==> src/rtl/peripheral_msi_cdc_pacer_wb.sv <==
// ----------------------------------------------------------------------------
// peripheral_msi_cdc_pacer_wb
//
// Wishbone classic slave in the aclk domain. It buffers write data in a small
// FIFO and drains it as single-cycle aen pulses carrying adata toward the
// downstream toggle-synchroniser CDC stage. That stage cannot apply
// backpressure, so consecutive aen pulses are spaced at least GAP aclk cycles
// apart. Each pulse therefore crosses to bclk before the next one arrives.
// Wishbone reads return the current FIFO fill level.
//
// Parameters
//   DW    : data width; must match the downstream CDC stage
//   DEPTH : FIFO entries; power of two, >= 2
//   GAP   : minimum aclk cycles between rising edges of aen; >= 1
//
// Ports
//   aclk      in   clock; all logic runs on its rising edge
//   arst      in   synchronous, active-high reset
//   wb_cyc_i  in   Wishbone cycle
//   wb_stb_i  in   Wishbone strobe
//   wb_we_i   in   1 = write, 0 = read
//   wb_dat_i  in   write data
//   wb_dat_o  out  read data: FIFO level, zero-extended
//   wb_ack_o  out  single-cycle acknowledge
//   adata     out  data to the CDC stage; valid with aen, held otherwise
//   aen       out  single-cycle transfer pulse to the CDC stage
//   level     out  FIFO occupancy, 0..DEPTH
// ----------------------------------------------------------------------------
module peripheral_msi_cdc_pacer_wb #(
    parameter int DW    = 32,
    parameter int DEPTH = 4,
    parameter int GAP   = 6
) (
    input  logic                     aclk,
    input  logic                     arst,
    input  logic                     wb_cyc_i,
    input  logic                     wb_stb_i,
    input  logic                     wb_we_i,
    input  logic [DW-1:0]            wb_dat_i,
    output logic [DW-1:0]            wb_dat_o,
    output logic                     wb_ack_o,
    output logic [DW-1:0]            adata,
    output logic                     aen,
    output logic [$clog2(DEPTH):0]   level
);

    localparam int AW = $clog2(DEPTH);
    localparam int LW = AW + 1;
    // Width of the spacing counter; it only ever holds values up to GAP-1.
    localparam int CW = (GAP > 1) ? $clog2(GAP) : 1;

    typedef enum logic {
        S_IDLE,
        S_HOLD
    } state_e;

    state_e          state_q, state_d;
    logic [CW-1:0]   cnt_q, cnt_d;
    logic [AW-1:0]   wr_ptr_q, wr_ptr_d;
    logic [AW-1:0]   rd_ptr_q, rd_ptr_d;
    logic [LW-1:0]   level_q, level_d;
    logic            ack_q, ack_d;
    logic [DW-1:0]   dat_q, dat_d;
    logic            aen_q, aen_d;
    logic [DW-1:0]   adata_q, adata_d;

    logic [DW-1:0]   mem [DEPTH];

    logic            req;
    logic            full;
    logic            push;
    logic            rd;
    logic            pop;

    // ------------------------------------------------------------------------
    // Drain FSM: IDLE pops the head whenever the FIFO is non-empty and arms
    // the spacing counter; HOLD counts down the remaining dead cycles.
    // ------------------------------------------------------------------------
    always_comb begin
        // NOTE: every output of a combinational block gets a default before
        // any branch; a path that leaves a signal unassigned infers a latch.
        state_d = state_q;
        cnt_d   = cnt_q;
        pop     = 1'b0;
        unique case (state_q)
            S_IDLE: begin
                if (level_q != '0) begin
                    pop   = 1'b1;
                    cnt_d = CW'(GAP - 1);
                    // With GAP = 1 no dead cycles are needed, so pops may
                    // run back to back from IDLE.
                    if (GAP > 1) begin
                        state_d = S_HOLD;
                    end
                end
            end
            S_HOLD: begin
                cnt_d = cnt_q - CW'(1);
                if (cnt_q == CW'(1)) begin
                    state_d = S_IDLE;
                end
            end
            default: state_d = S_IDLE;
        endcase
    end

    // ------------------------------------------------------------------------
    // Wishbone slave and FIFO bookkeeping
    // ------------------------------------------------------------------------
    always_comb begin
        // The ~ack_q term stops a held strobe from being accepted a second
        // time in the ack cycle.
        req  = wb_cyc_i & wb_stb_i & ~ack_q;
        // Full is taken from the registered level, so a pop in this cycle
        // frees its slot only from the next cycle on.
        full = (level_q == LW'(DEPTH));
        push = req & wb_we_i & ~full;
        rd   = req & ~wb_we_i;

        ack_d = push | rd;
        dat_d = dat_q;
        if (rd) begin
            dat_d = DW'(level_q);
        end

        // Pointers are AW bits wide, so they wrap modulo DEPTH on their own.
        wr_ptr_d = push ? wr_ptr_q + AW'(1) : wr_ptr_q;
        rd_ptr_d = pop  ? rd_ptr_q + AW'(1) : rd_ptr_q;

        // A separate occupancy counter keeps full and empty unambiguous when
        // the pointers are equal.
        level_d = level_q;
        unique case ({push, pop})
            2'b10:   level_d = level_q + LW'(1);
            2'b01:   level_d = level_q - LW'(1);
            default: level_d = level_q;
        endcase

        aen_d   = pop;
        adata_d = pop ? mem[rd_ptr_q] : adata_q;
    end

    // ------------------------------------------------------------------------
    // State registers
    // ------------------------------------------------------------------------
    always_ff @(posedge aclk) begin
        // NOTE: sequential state uses non-blocking assignments so every
        // register samples the values from before this edge.
        if (arst) begin
            state_q  <= S_IDLE;
            cnt_q    <= '0;
            wr_ptr_q <= '0;
            rd_ptr_q <= '0;
            level_q  <= '0;
            ack_q    <= 1'b0;
            dat_q    <= '0;
            aen_q    <= 1'b0;
            adata_q  <= '0;
        end else begin
            state_q  <= state_d;
            cnt_q    <= cnt_d;
            wr_ptr_q <= wr_ptr_d;
            rd_ptr_q <= rd_ptr_d;
            level_q  <= level_d;
            ack_q    <= ack_d;
            dat_q    <= dat_d;
            aen_q    <= aen_d;
            adata_q  <= adata_d;
        end
    end

    // NOTE: FIFO storage is deliberately not reset; the pointers and level
    // are, so stale entries are never read and the array maps to plain RAM.
    always_ff @(posedge aclk) begin
        if (push) begin
            mem[wr_ptr_q] <= wb_dat_i;
        end
    end

    assign wb_ack_o = ack_q;
    assign wb_dat_o = dat_q;
    assign aen      = aen_q;
    assign adata    = adata_q;
    assign level    = level_q;

endmodule

==> config.mk <==
export PLATFORM = sky130hd
export DESIGN_NAME = peripheral_msi_cdc_pacer_wb
export DESIGN_NICKNAME = d
export VERILOG_FILES = /design/src/rtl/peripheral_msi_cdc_pacer_wb.sv
export SDC_FILE = /design/constraint.sdc
export NUM_CORES = 1
export LEC_CHECK = 0
export CORE_UTILIZATION = 48
export DETAILED_ROUTE_END_ITERATION = 6
export PLACE_DENSITY = 0.81
export SKIP_LAST_GASP = 1
export SYNTH_ARGS = -nofsm -noshare
export SYNTH_HDL_FRONTEND = slang
export SYNTH_SLANG_ARGS = --single-unit
==> constraint.sdc <==
create_clock -name aclk -period 2.3 [get_ports aclk]
set_clock_uncertainty 0.15 [all_clocks]
set_input_delay 0.46 -clock aclk [delete_from_list [all_inputs] [get_ports aclk]]
set_output_delay 0.46 -clock aclk [all_outputs]
set_load 0.05 [all_outputs]
==> results of run 1 <==
==> cell type report <==
cell class,count,area (um^2),share of cell area
multi-input combinational,153,1590,0.191
inverter,11,41.3,0.00498
clock inverter,11,163,0.0196
tap,176,220,0.0265
sequential,176,4820,0.581
clock buffer,21,450,0.0543
timing repair buffer,97,1020,0.123
==> cells in the final DEF (no fill, tap or decap), types with 2 or more instances in the layout <==
cell type,count
mux4_2,32
inv_1,11
or3_1,2
and2_2,4
nand2_1,2
clkbuf_1,3
xor2_1,2
bufinv_16,4
dlygate4sd2_1,2
edfxtp_1,128
clkinvlp_4,3
clkdlybuf4s50_1,73
nand2b_1,2
buf_12,8
buf_4,13
nor2_2,2
a21oi_1,3
mux2i_1,4
o21ai_0,2
conb_1,29
dfxtp_1,42
ha_1,7
dfxtp_4,2
clkbuf_16,17
dfxtp_2,4
a311oi_1,2
a22o_1,32
clkinv_1,3
nor2_1,12
==> sequential cells by signal (all words and copies together), names as in the netlist <==
register and count:
mem 128, adata 32, cnt_q 3, level 3
wb_dat_o 3, rd_ptr_q 2, wr_ptr_q 2, aen 1
state_q 1, wb_ack_o 1
==> power breakdown <==
part / internal [mW] / switching [mW]
combinational: 1.36 / 1.94
clock: 1.84 / 1.14
sequential: 3.77 / 0.292
total: 6.97 / 3.37
==> timing repair <==
action                     CTS  global route
gates resized for setup      3             3
setup endpoints to repair    3             2
pin swaps                    0             1
==> worst paths after layout <==
path         startpoint  depth (start not counted)  slack, ns   endpoint
max           adata[30]                          1       0.03  adata[30]
min            adata[9]                          1       0.33   adata[9]
max reg2reg    level[2]                          8       0.11   level[2]
min reg2reg    adata[9]                          1       0.33   adata[9]
==> stage by stage <==
step,utilization,power [mW]
floorplan,-,6.48
global placement,0.575,7.33
detailed placement,0.575,7.43
CTS,0.621,10.4
global route,0.622,10.8
finish,0.622,10.3
==> cells by family (layout without fill, tap and decap cells) <==
kind of cell             after synthesis  in the layout
XOR/XNOR                               3              3
multiplexers                          37             37
buffers and inverters                 57            140
other                                  1             29
AND/OR/NAND/NOR                       31             31
flip-flops                           176            176
AO/OA/AOI/OAI                         45             45
adder cells (fa/ha/maj)                8              8
==> routing by layer <==
metal,wire (um),share of wire,global-route usage,up-vias
li1,-,-,-,1540
met1,4900,0.40,0.225,1710
met2,6380,0.52,0.323,124
met3,718,0.059,0.0604,15
met4,187,0.015,0.0734,0
met5,0,0,0,-
==> results.cfg, run 1 <==
[status]
status = finished, final reports clean

[sta]
setup_viol = 0
period_share = 0.987
final_hold_viol_count = 0
fin_tns_setup_ns = 0
slew_headroom = 0.333
period_minus_slack_ns = 2.27
worst_slack_ns = 0.0301
timing.fmax_ghz = 0.441
hold_slack_ns = 0.327
worst_slew_pin_slew_ns = 0.998
drv_slew = 0

[worst_setup_path]
cp_cell_sequence = clkdlybuf4s50_1
cp_top_family = buffers and inverters
slowest_delay_ns = 0.84
crit_type = register to primary output
crit_fanout = 2
cp_slowest_cell = clkdlybuf4s50_1
path_buf_inv = 1
crit_path_end_kind = primary output
required_ns = 1.69
critPathArrivalTime_ns = 1.66
cp-start-kind = register

[route]
routedWlPerCell_um = 18.9
antenna_left = 0
avgViaCountPerCell = 5.25
drc = 0
finalWirelength_um = 12200
drtIter0Drc = 240
drt-pass1-iter-count = 4
vias = 3389

[global_routing]
overflow = 0
grt_antenna_before_repair = 0
grt_max_degree = 33
grt_pass1_vias = 3710
grt_util_all_layers = 0.190
grt_pass1_wl_um = 19800

[synthesis]
synth-simple-area-share = 0.0256
synth_edf_count = 128
avgSynthCellArea_um2 = 18.6
synth_top_area_cell = edfxtp_1
synthTopCellsByCount = 128 x edfxtp_1, 48 x dfxtp_1, 32 x a22o_1, 32 x mux4_2, 30 x buf_4
synth.mux.area_fraction = 0.116
syn-cell-area_um2 = 6650
yosysSeqAreaShare = 0.723
yosys_warnings = 0
synth.top_cell.area_share = 0.578
yosysUniqueCellTypes = 37
synth_xor_xnor_area_share = 0.00395
synth-seq-cells = 176
synth_top_family_by_area = multiplexers
synthTopCellsByArea = edfxtp_1 58%, dfxtp_1 14%, mux4_2 11%, a22o_1 4.2%, buf_4 3.4%
synth_most_common_cell = edfxtp_1
synth_compound_area_frac = 0.0582
syn_inst = 358
ys.flop_type = edfxtp_1
synthAdderAreaFrac = 0.0162
synthArstFlopShare = 0

[layout]
design_area_um2 = 8300
fill_cells = 952
finalNonFillerCells = 645
drive_gt1_frac = 0.211
fin_nets = 501
n_antenna_cell = 0
syn_to_final_growth_pct = 24.8

[placed_design]
placed_area_um2 = 7680
port_buffers = 76
post-place-ws_ns = -0.349
dp_hpwl_um = 7490
place.gp.congestion = 0.726
dp.cells = 613

[floorplan]
die_area_um2 = 14300
num_rows = 42
die_y_um = 120
coreArea_um2 = 13300
pin_count = 106
start_util = 0.498
die_w_um = 120

[power_and_ir_drop]
pwr_density_cell_nw_per_um2 = 1250
ir_worst_vdd_uv = 786
leakage_nw = 2.83

[hold_path]
min_path_type = register to register

[clock_tree]
cts_tree = yes
htree_num_levels = 4
clock_sinks = 176
cts_buffer_depth = 2
insertion_delay_ns = 0.42
root_buffer = clkbuf_16
cts_hold_buf = 0
cts_buffers = 17
clkTransAtPathRegs_ns = 0.06
postCtsSetupBuffers = 0

[job]
cap_violations = 0
Power figures use the tool's default switching activity.
==> inputs of run 2 (changes only) <==
==> constraint.sdc (replaced) <==
create_clock -name aclk -period 2.3 [get_ports aclk]
set_clock_uncertainty 0.15 [all_clocks]
set_input_delay 0.345 -clock aclk [delete_from_list [all_inputs] [get_ports aclk]]
set_output_delay 0.345 -clock aclk [all_outputs]
set_load 0.05 [all_outputs]
==> run 2 against run 1 <==
Die area did not move. Count of clock-buffer cells in the layout fell by 2. Flip-flop and latch count did not move. Non-clock buffer count did not move. Maximum frequency rose by 1.3%. Worst setup slack improved by 0.029 ns. Highest routed layer unchanged. Critical endpoint is now level[1]. Clock power fell by 2%. Utilization rose by 0.22 points. Largest power group unchanged. Sequential power barely moved. Sequential share of layout area fell by 0.20 points. Register-to-register slack improved by 0.04 ns. Hold slack improved by 0.0019 ns.
==> results.cfg, run 2 (synthesized netlist as in run 1, its figures left out) <==
[worst_setup_path]
crit_fanout = 6
cp-start-kind = register
r2r-end = level[2]
crit_path_end_kind = primary output
crit_type = register to primary output
worstReg2RegStart = level[0]
endpoint = level[1]
critPathArrivalTime_ns = 1.75
required_ns = 1.80
startpoint = level[1]
ff2ff_path_depth = 8
rrSetupSlack_ns = 0.15

[route]
drc = 0
routedWlPerCell_um = 18.0
antenna_left = 0
drt-pass1-iter-count = 4
drtIter0Drc = 234
finalWirelength_um = 11600
avgViaCountPerCell = 5.20
vias = 3355

[clock_tree]
clkTransAtPathRegs_ns = 0.06
insertion_delay_ns = 0.42
cts_tree = yes
htree_num_levels = 4
cts_buffer_depth = 2
cts_buffers = 17
clock_sinks = 176
root_buffer = clkbuf_16
postCtsSetupBuffers = 0

[floorplan]
start_util = 0.498
pin_count = 106
die_w_um = 120
num_rows = 42
die_area_um2 = 14300
die_y_um = 120
coreArea_um2 = 13300

[job]
cap_violations = 0

[layout]
regMostFlops = mem
fin_nets = 501
utilization = 0.624
drive_gt1_frac = 0.222
mostFrequentLayoutCells = 128 x edfxtp_1, 76 x clkdlybuf4s50_1, 42 x dfxtp_1
largest_reg_flops = 128
fill_cells = 926
regArea_um2 = 4820
syn_to_final_growth_pct = 25.3
final_common_cell = edfxtp_1
design_area_um2 = 8330
n_antenna_cell = 0
multi_input_area_um2 = 1590

[sta]
timing.fmax_ghz = 0.446
drv_slew = 0
rsz0062_at_grt = no
period_share = 0.975
period_minus_slack_ns = 2.24
fin_tns_setup_ns = 0
hold_slack_ns = 0.329
worst_slew_pin_slew_ns = 1.02
slew_headroom = 0.320
worst_slack_ns = 0.0586
setup_viol = 0
final_hold_viol_count = 0

[power_and_ir_drop]
pwr_density_cell_nw_per_um2 = 1240
ir_worst_vdd_uv = 701
leakage_nw = 2.83

[global_routing]
grt_util_all_layers = 0.179
overflow = 0
grt_pass1_wl_um = 18600
grt_antenna_before_repair = 0
grt_max_degree = 34
grt_pass1_vias = 3622

[placed_design]
dp_hpwl_um = 7270
port_buffers = 76
place.gp.congestion = 0.756
post-place-ws_ns = -0.208
placed_area_um2 = 7710

[status]
status = finished, final reports clean

[hold_path]
min_path_type = register to register
-- run 2: changes by cell type in the layout (fill, tap and decap cells not counted), sizes merged, moves of 2 or more --
cell	delta
clkinvlp	-2
clkdlybuf4s50	+3
dlygate4sd2	-2
clkinv	+3
inv	+2
clkbuf	-2
-- run 2: worst max-delay path, stage by stage (launching register included) --
cell and delay [ns]:
dfxtp_2 0.36, buf_4 0.15, clkdlybuf4s50_1 0.81
-- run 2: layout make-up --
| cell class | instances | share of cell area |
|---|---|---|
| Inverter | 11 | 0.00496 |
| Sequential cell | 176 | 0.579 |
| Multi-Input combinational cell | 153 | 0.191 |
| Clock inverter | 13 | 0.0194 |
| Clock buffer | 19 | 0.0532 |
| Timing Repair Buffer | 97 | 0.127 |
| Tap cell | 176 | 0.0264 |
-- run 2: how the worst min path moves through the flow --
stage	start	endpoint	slack [ns]	cells after the start
floorplan	wb_dat_i[0]	mem[0][0]	0.29	0
global placement	adata[23]	adata[23]	0.31	1
detailed placement	adata[29]	adata[29]	0.32	1
CTS	adata[21]	adata[21]	0.34	1
global route	adata[21]	adata[21]	0.36	1
finish	adata[1]	adata[1]	0.33	1
-- run 2: routing by layer --
| layer | vias to the layer above | track usage | share of wire |
|---|---|---|---|
| li1 | 1542 | - | - |
| met1 | 1675 | 0.209 | 0.41 |
| met2 | 124 | 0.305 | 0.51 |
| met3 | 14 | 0.0585 | 0.064 |
| met4 | 0 | 0.0688 | 0.014 |
| met5 | - | 0 | 0 |
-- run 2: timing repair --
| action | 4_1_cts | 5_1_grt |
|---|---|---|
| setup endpoints to repair | 1 | 1 |
| gates cloned | 0 | 0 |
| pin swaps | 0 | 0 |
| hold buffers | 0 | 0 |
| resized for setup | 1 | 2 |
-- run 2: report_power, final --
| part | total, mW | internal [mW] | switching (mW) |
|---|---|---|---|
| combinational | 3.29 | 1.39 | 1.90 |
| sequential | 4.09 | 3.77 | 0.318 |
| clock | 2.92 | 1.74 | 1.18 |
-- run 2: through the flow --
stage / cells / power [mW]
floorplan: 386 / 6.48
global placement: 613 / 7.36
detailed placement: 613 / 7.45
CTS: 645 / 10.4
global route: 645 / 10.7
finish: 645 / 10.3
==> inputs of run 3 (changes only) <==
--- a/config.mk
+++ b/config.mk
@@ -5,9 +5,9 @@
 export SDC_FILE = /design/constraint.sdc
 export NUM_CORES = 1
 export LEC_CHECK = 0
-export CORE_UTILIZATION = 48
+export CORE_UTILIZATION = 45
 export DETAILED_ROUTE_END_ITERATION = 6
-export PLACE_DENSITY = 0.81
+export PLACE_DENSITY = 0.77
 export SKIP_LAST_GASP = 1
 export SYNTH_ARGS = -nofsm -noshare
 export SYNTH_HDL_FRONTEND = slang
==> run 3 against run 2 <==
Count of clock-buffer cells in the layout grew 4. Via count increased by 0.80%. Flip-flop and latch count stayed put. Combinational power fell by 2%. Hold slack lost 0.00068 ns. Cell count rose by 1.7%. First-iteration DRC count decreased by 26%. Final area shrank 0.44%. Sequential share of layout area up 0.22 points. Largest cell class unchanged.
==> results.cfg, run 3 (synthesized netlist as in run 1, its figures left out) <==
[sta]
worst_slew_pin_slew_ns = 0.936
worst_slack_ns = 0.111
rsz0062_at_grt = no
final_hold_viol_count = 0
setup_viol = 0
period_share = 0.952
slew_headroom = 0.375
fin_tns_setup_ns = 0
drv_slew = 0
period_minus_slack_ns = 2.19
timing.fmax_ghz = 0.457
hold_slack_ns = 0.328

[global_routing]
grt_antenna_before_repair = 1
grt_util_all_layers = 0.165
grt_pass1_wl_um = 17900
overflow = 0
grt_pass1_vias = 3430
grt_max_degree = 33

[clock_tree]
cts_buffer_depth = 2
insertion_delay_ns = 0.42
cts_hold_buf = 0
postCtsSetupBuffers = 0
clkTransAtPathRegs_ns = 0.06
root_buffer = clkbuf_16
cts_buffers = 17
clock_sinks = 176
cts_tree = yes
htree_num_levels = 4

[floorplan]
num_rows = 44
die_w_um = 124
coreArea_um2 = 14500
die_y_um = 124
die_area_um2 = 15300
start_util = 0.459
pin_count = 106

[worst_setup_path]
cp_cell_sequence = clkdlybuf4s50_1
cp-start-kind = register
r2r-end = level[2]
slowest_delay_ns = 0.85
cp_top_family = buffers and inverters
startpoint = level[2]
path_depth = 1
crit_fanout = 9
required_ns = 1.80
path_buf_inv = 1
worstReg2RegStart = level[2]
cp_slowest_cell = clkdlybuf4s50_1
endpoint = level[2]
ff2ff_path_depth = 8
crit_type = register to primary output
critPathArrivalTime_ns = 1.69
rrSetupSlack_ns = 0.14
crit_path_end_kind = primary output

[route]
vias = 3382
avgViaCountPerCell = 5.16
routedWlPerCell_um = 17.4
drc = 0
finalWirelength_um = 11400
drtIter0Drc = 172
antenna_left = 0
drt-pass1-iter-count = 4

[placed_design]
dp.cells = 624
port_buffers = 76
place.gp.congestion = 0.678
dp_hpwl_um = 7340
post-place-ws_ns = -0.177

[power_and_ir_drop]
ir_worst_vdd_uv = 762
leakage_nw = 2.83
pwr_density_cell_nw_per_um2 = 1230

[layout]
syn_to_final_growth_pct = 24.7
final_common_cell = edfxtp_1
drive_gt1_frac = 0.222
mostFrequentLayoutCells = 128 x edfxtp_1, 76 x clkdlybuf4s50_1, 42 x dfxtp_1
finalNonFillerCells = 656
fin_nets = 504
n_antenna_cell = 0
largest_reg_flops = 128
regMostFlops = mem
utilization = 0.573

[job]
cap_violations = 0

[hold_path]
hp-start = adata[12]
min_path_type = register to register

[status]
status = finished, final reports clean
## run 3: power by group
group	leakage (nW)	switching (mW)	internal, mW
combinational	0.983	1.88	1.36
clock	0.294	1.12	1.75
sequential	1.55	0.302	3.77
total	2.83	3.30	6.87
## run 3: how the worst min path moves through the flow
stage | cells past startpoint | to | slack, ns
finish | 1 | adata[12] | 0.33
global placement | 1 | adata[7] | 0.31
detailed placement | 1 | adata[17] | 0.31
floorplan | 0 | mem[0][0] | 0.29
global route | 1 | adata[11] | 0.35
CTS | 1 | adata[17] | 0.33
## run 3: final cells by class
| type | count | area, um^2 |
|---|---|---|
| fillers | 1089 | 6190 |
| flip-flops and latches | 176 | 4810 |
| repair buffers | 100 | 1020 |
| multi-input cells | 153 | 1590 |
| inverters | 11 | 41.3 |
| clock inverters | 9 | 104 |
| well taps | 184 | 230 |
| clock buffers | 23 | 499 |
## run 3: per-stage QoR
step	power, mW	instance area [um^2]
2_1_floorplan	6.48	6760
3_5_place_dp	7.40	7680
6_report	10.2	8290
5_1_grt	10.6	8290
4_1_cts	10.3	8290
3_3_place_gp	7.33	7680
## run 3: metal layers
layer | GRT usage | vias to the layer above | part of all wire
met3 | 0.0535 | 15 | 0.049
met5 | 0 | - | 0.0011
met2 | 0.273 | 113 | 0.50
met4 | 0.0633 | 2 | 0.011
li1 | - | 1544 | -
met1 | 0.201 | 1708 | 0.43
## run 3: timing repair
action,in CTS,in global routing
resized for setup,0,1
setup endpoints to repair,0,1
hold endpoints to repair,0,0
